`src/rtl/boruss_prog_loader.sv`:
```
// Program loader and 256x8 instruction store for BorussCPU: receives a framed, XOR-checked
// byte stream and serves combinational instruction fetches; holds the CPU in reset until a load verifies.
module boruss_prog_loader #(
  parameter logic [7:0]  SYNC_BYTE      = 8'hA5,
  parameter logic [15:0] TIMEOUT_CYCLES = 16'd50000,
  parameter logic [7:0]  FILL_BYTE      = 8'hFF
) (
  input  logic       clk,
  input  logic       reset,
  input  logic [7:0] s_data,
  input  logic       s_valid,
  output logic       s_ready,
  input  logic [7:0] instruction_addr,
  output logic [7:0] instruction_data,
  output logic       cpu_reset_n,
  output logic       load_busy,
  output logic       load_done,
  output logic       load_error,
  output logic [8:0] prog_len
);

  typedef enum logic [2:0] {
    ST_IDLE, ST_LEN, ST_DATA, ST_CSUM, ST_VERIFY, ST_DONE, ST_ERROR
  } state_t;

  state_t      state;
  logic [7:0]  mem [256];
  logic [8:0]  len;
  logic [7:0]  acc;
  logic [7:0]  wr_ptr;
  logic [15:0] tcnt;
  logic        match;
  logic        accept;
  logic        wr_en;
  logic        in_frame;

  assign accept   = s_valid & s_ready;
  assign wr_en    = accept && (state == ST_DATA);
  assign in_frame = (state == ST_LEN) || (state == ST_DATA) || (state == ST_CSUM);

  // Status outputs are pure decodes of the state register, so they change only on clock edges.
  assign s_ready     = (state != ST_VERIFY);
  assign cpu_reset_n = (state == ST_DONE);
  assign load_busy   = in_frame || (state == ST_VERIFY);

  // prog_len is forced to 0 for the whole frame, so partially written RAM is never visible.
  assign instruction_data = ({1'b0, instruction_addr} < prog_len) ? mem[instruction_addr] : FILL_BYTE;

  always_ff @(posedge clk) begin
    if (wr_en) mem[wr_ptr] <= s_data;
  end

  always_ff @(posedge clk or negedge reset) begin
    if (!reset) begin
      state      <= ST_IDLE;
      len        <= 9'd0;
      acc        <= 8'd0;
      wr_ptr     <= 8'd0;
      tcnt       <= 16'd0;
      match      <= 1'b0;
      load_done  <= 1'b0;
      load_error <= 1'b0;
      prog_len   <= 9'd0;
    end else begin
      case (state)
        ST_IDLE, ST_DONE, ST_ERROR: begin
          if (accept && (s_data == SYNC_BYTE)) begin
            state      <= ST_LEN;
            prog_len   <= 9'd0;
            load_done  <= 1'b0;
            load_error <= 1'b0;
            tcnt       <= 16'd0;
          end
        end
        ST_LEN: begin
          if (accept) begin
            len    <= (s_data == 8'd0) ? 9'd256 : {1'b0, s_data};
            acc    <= s_data;
            wr_ptr <= 8'd0;
            state  <= ST_DATA;
          end
        end
        ST_DATA: begin
          if (accept) begin
            acc    <= acc ^ s_data;
            wr_ptr <= wr_ptr + 8'd1;
            if ({1'b0, wr_ptr} == (len - 9'd1)) state <= ST_CSUM;
          end
        end
        ST_CSUM: begin
          if (accept) begin
            match <= (s_data == acc);
            state <= ST_VERIFY;
          end
        end
        ST_VERIFY: begin
          if (match) begin
            state     <= ST_DONE;
            prog_len  <= len;
            load_done <= 1'b1;
          end else begin
            state      <= ST_ERROR;
            load_error <= 1'b1;
          end
        end
        default: state <= ST_IDLE;
      endcase

      // Inter-byte watchdog; overrides any frame-state decision above on expiry.
      if (in_frame) begin
        if (accept) begin
          tcnt <= 16'd0;
        end else if (tcnt == (TIMEOUT_CYCLES - 16'd1)) begin
          tcnt       <= 16'd0;
          state      <= ST_ERROR;
          load_error <= 1'b1;
        end else begin
          tcnt <= tcnt + 16'd1;
        end
      end
    end
  end

endmodule

```
`config.mk`:
```
export PLATFORM = sky130hd
export DESIGN_NAME = boruss_prog_loader
export DESIGN_NICKNAME = d
export VERILOG_FILES = /design/src/rtl/boruss_prog_loader.sv
export SDC_FILE = /design/constraint.sdc
export NUM_CORES = 2
export LEC_CHECK = 0
export CORE_MARGIN = 1.5
export CORE_UTILIZATION = 30
export CTS_BUF_LIST = sky130_fd_sc_hd__clkbuf_8
export DETAILED_ROUTE_END_ITERATION = 16
export GPL_ROUTABILITY_DRIVEN = 0
export GPL_TIMING_DRIVEN = 1
export MAX_ROUTING_LAYER = met4
export SLEW_MARGIN = 25
export SYNTH_ARGS = -nofsm -noshare
export SYNTH_HDL_FRONTEND = slang
export SYNTH_SLANG_ARGS = --single-unit
export TNS_END_PERCENT = 20
```
`constraint.sdc`:
```
create_clock -name clk -period 3.15 [get_ports clk]
set_input_delay 0.315 -clock clk [delete_from_list [all_inputs] [get_ports clk]]
set_output_delay 0.315 -clock clk [all_outputs]
set_load 0.05 [all_outputs]
```
==> impl_results.md <==
* Slew HR at 22.7%
* Reg clk slew, reported paths at approximately 60 ps
* Seq/Total Area, Yosys at 75.1%
* Post-synth top area share at 73.4%
* Leakage at between 30 and 40 nW
* Design internal power at around 44 mW
* Core Footprint at 0.277 mm^2
* FF-to-FF Start: state[1]
* GR Overflow Total at 0
* Tmin final at 3970 ps
* Fillers at 25880
* Hold depth at 4
* Gr usage total at 16.3%
* CTS Root Cell: clkbuf_8
* Ys async rst share at between 2 and 3%
* Reg-to-reg setup timing slack at 460 ps
* Worst Hold Class: in2reg
* Count leader, synth: edfxtp_1
* IO buf count at 40
* Die footprint at 0.282 mm^2
* Fmax at roughly 250 MHz
* FF+latch count, synth at roughly 2100
* CP max stage delay at 530 ps
* Clk buf depth at 4
* Vias in the first global route at 47325
* ANT nets after route at 0
* Fin nets at 5529
* Largest net degree at the start of global routing at 180
* Design area at 0.101 mm^2
* Post-synthesis cell type count at 63
* Total power at 57.6 mW
* Chip Height at 531 um
* Worst-case reg-to-reg path depth at 9
* CTS tree: done
* H-tree levels at 5
* Worst Hold End: match
* Final HPWL DP at 147000 um
* Sequential Power Share at 54.2%
* Avg Synthesized Cell Area at 18.2 um^2
* Row count at 193
* CTS Buf Count at 354
* Run status: finished with violations
* EDFF count, synth at roughly 2000
* Syn_nets at 4648
* Cells after Synth at 4616
* Worst Hold Launch: s_valid
* Crit-path max FO at 40
* YS warnings at 0
* First-pass GRT wire length at 331000 um
* Final count of negative-setup-slack endpoints at 8
* Top cells by count, synth: edfxtp_1 (2048), mux2i_1 (479), nor2_1 (350), mux4_2 (251), o221ai_1 (204)
* Count of max-cap constraint violations at 0
* Most used DFF post-synth: edfxtp_1
* VDD IR max at 0.520 mV
* Dpl ws at -1420 ps
* Power per cell area at roughly 570 mW/mm^2
* CP required at 2830 ps
* CP bufs+invs at 7
* Starting Density at 30.2%
* Setup TNS at -5990 ps
* Crit path top cell by count: buf_12
* # Post-CTS Setup Buffers at 0
* Gate power share at 8.6%
* Avg WL per Cell at ~24 um
* Initial drt markers at 5382
* Synth area leader: edfxtp_1
* Endpoints failing hold at 0
* Arr. time, crit path at around 3700 ps
* Worst-margin pin slew at 1160 ps
* Tcrit/Tclk final at 126%
* R2R Path End: mem[80][4]
* Via count at 47702
* Count of pins over their slew limit at 0
* Failing checks: setup timing
* Clk_lat worst skew at 1040 ps
* Fraction of layout cells with a size suffix above 1 at between 20% and 30%
* Fin Clk Skew at 72.1 ps
* Antenna violations before repair at 11
* Syn-to-layout area delta at 20.3%
* WS Path Type: in2out
* Largest cells by area after synthesis: edfxtp_1 (73%), mux4_2 (6.7%), mux2i_1 (5.7%)
* Die width at 531 um
* Sinks on the clock net at 2104
* Drt pass-1 iters at 6
* Critical Path Source Type: primary input
* Drt total wl at between 200000 and 250000 um
* IO Pins at between 40 and 50
* Sw Share at 24.0%
* DRC at 0
* Clk pwr share at 37.3%
* Switch Pwr at 13.8 mW
* RSZ-0062 raised after global routing: yes
* Crit-path cells: clkdlybuf4s50_1 -> buf_12 -> nand2b_4 -> buf_12 -> buf_12 -> buf_4 -> o221ai_1 -> o22ai_1 -> o21ai_0 -> nand2_1 -> nor4_4 -> buf_4 -> o22a_2 -> buf_12
* Placed cell area at 0.0943 mm^2
* Synth Cell Area at 0.0838 mm^2
* Crit. End Element: output port
* Via-per-instance ratio at 5.05
* CP delay by family, top: buffers and inverters
* CP max stage cell: clkdlybuf4s50_1
* Setup ws final at -824 ps
power groups by stage:
stage / Sequential [mW] / Clock (mW) / Combinational (mW)
6_report: 31.2 / 21.5 / 4.93
5_1_grt: 31.2 / 23.0 / 5.24
4_1_cts: 31.2 / 21.9 / 4.92
3_5_place_dp: 31.8 / 0 / 4.85
3_3_place_gp: 31.8 / 0 / 4.77
2_1_floorplan: 31.7 / 0 / 2.53
worst reg2reg max path: stages, from the launching register on:
cell and delay [ps]:
dfrtp_1 320, buf_4 200, nand2_1 100, nor3_1 200
buf_4 200, nor3b_1 430, nand2_1 180, buf_12 240
nor2_1 280, buf_4 220
placed cells by master (no fill, tap or decap), types with 16 or more instances in the layout:
cell | netlist | routed
edfxtp_1 | 2048 | 2048
buf_4 | 39 | 672
mux2i_1 | 479 | 478
clkbuf_8 | 0 | 361
nor2_1 | 350 | 349
mux4_2 | 251 | 251
o221ai_1 | 204 | 193
inv_1 | 22 | 142
nand2_1 | 126 | 125
nor3_1 | 108 | 106
a21oi_1 | 98 | 98
buf_12 | 3 | 96
o22ai_1 | 87 | 86
o21ai_0 | 81 | 79
clkinv_1 | 1 | 74
dfrtp_1 | 56 | 56
a211oi_1 | 39 | 31
nand3_1 | 32 | 29
nor2b_1 | 28 | 28
xnor2_1 | 25 | 25
nor4_1 | 30 | 22
clkinv_2 | 0 | 21
xor2_1 | 20 | 20
a31oi_1 | 19 | 19
clkdlybuf4s50_1 | 0 | 18
o31ai_1 | 17 | 17
mux2_2 | 16 | 16
a22o_1 | 16 | 16
flip-flops by register name, summed over array words and instances (netlist names):
register,count
match,1
len,9
load_error,1
prog_len,9
state,3
tcnt,16
acc,8
wr_ptr,8
load_done,1
mem,2048
worst max-delay path by stage:
stage	start	slack, ps	cells past startpoint	end
final	instruction_addr[2]	-820	14	instruction_data[1]
after floorplan	instruction_addr[0]	90	10	instruction_data[1]
after global placement	instruction_addr[2]	-1740	14	instruction_data[4]
after CTS	mem[166][7]	-860	9	instruction_data[7]
after detailed placement	instruction_addr[2]	-1420	14	instruction_data[1]
after global routing	mem[166][7]	-890	9	instruction_data[7]
layout make-up:
cell class	count	area (um^2)	area share [%]
Multi-Input combinational cell	2200	19600	19.5
Tap cell	3705	4640	4.60
Inverter	23	90.1	0.0894
Antenna cell	8	20.0	0.0199
Clock buffer	361	4970	4.93
Clock inverter	227	1040	1.03
Timing Repair Buffer	814	7480	7.42
Sequential cell	2104	62900	62.4
timing repair:
item,CTS,global route
resized for setup,46,22
hold buffers,11,0
pin swaps,8,8
endpoints found under the hold margin,547,0
endpoints found under the setup margin,9,8
cells by family after synthesis:
kind of cell | count (synthesis) | share of synthesized area, %
AND/OR/NAND/NOR | 758 | 4.17
adder cells (fa/ha/maj) | 14 | 0.206
AO/OA/AOI/OAI | 630 | 5.38
multiplexers | 753 | 12.8
flip-flops | 2104 | 75.1
XOR/XNOR | 45 | 0.470
buffers and inverters | 312 | 1.94
per-layer routing:
metal / track usage [%] / part of all wire, % / vias to the layer above
met1: 21.7 / 42 / 24665
met5: - / 0 / -
met3: 3.06 / 7.8 / 389
met2: 25.1 / 47 / 2029
li1: - / - / 20619
met4: 5.16 / 3.0 / 0
stage by stage:
step                      hold WS (ps)  util (%)  cells
after floorplan                   19.4         -   4616
after global placement             341      34.0   8834
after detailed placement           340      34.0   8834
after CTS                         9.03      36.3   9433
after global routing               111      36.4   9441
final                             99.0      36.4   9442
(Power assumes the default switching activity.)
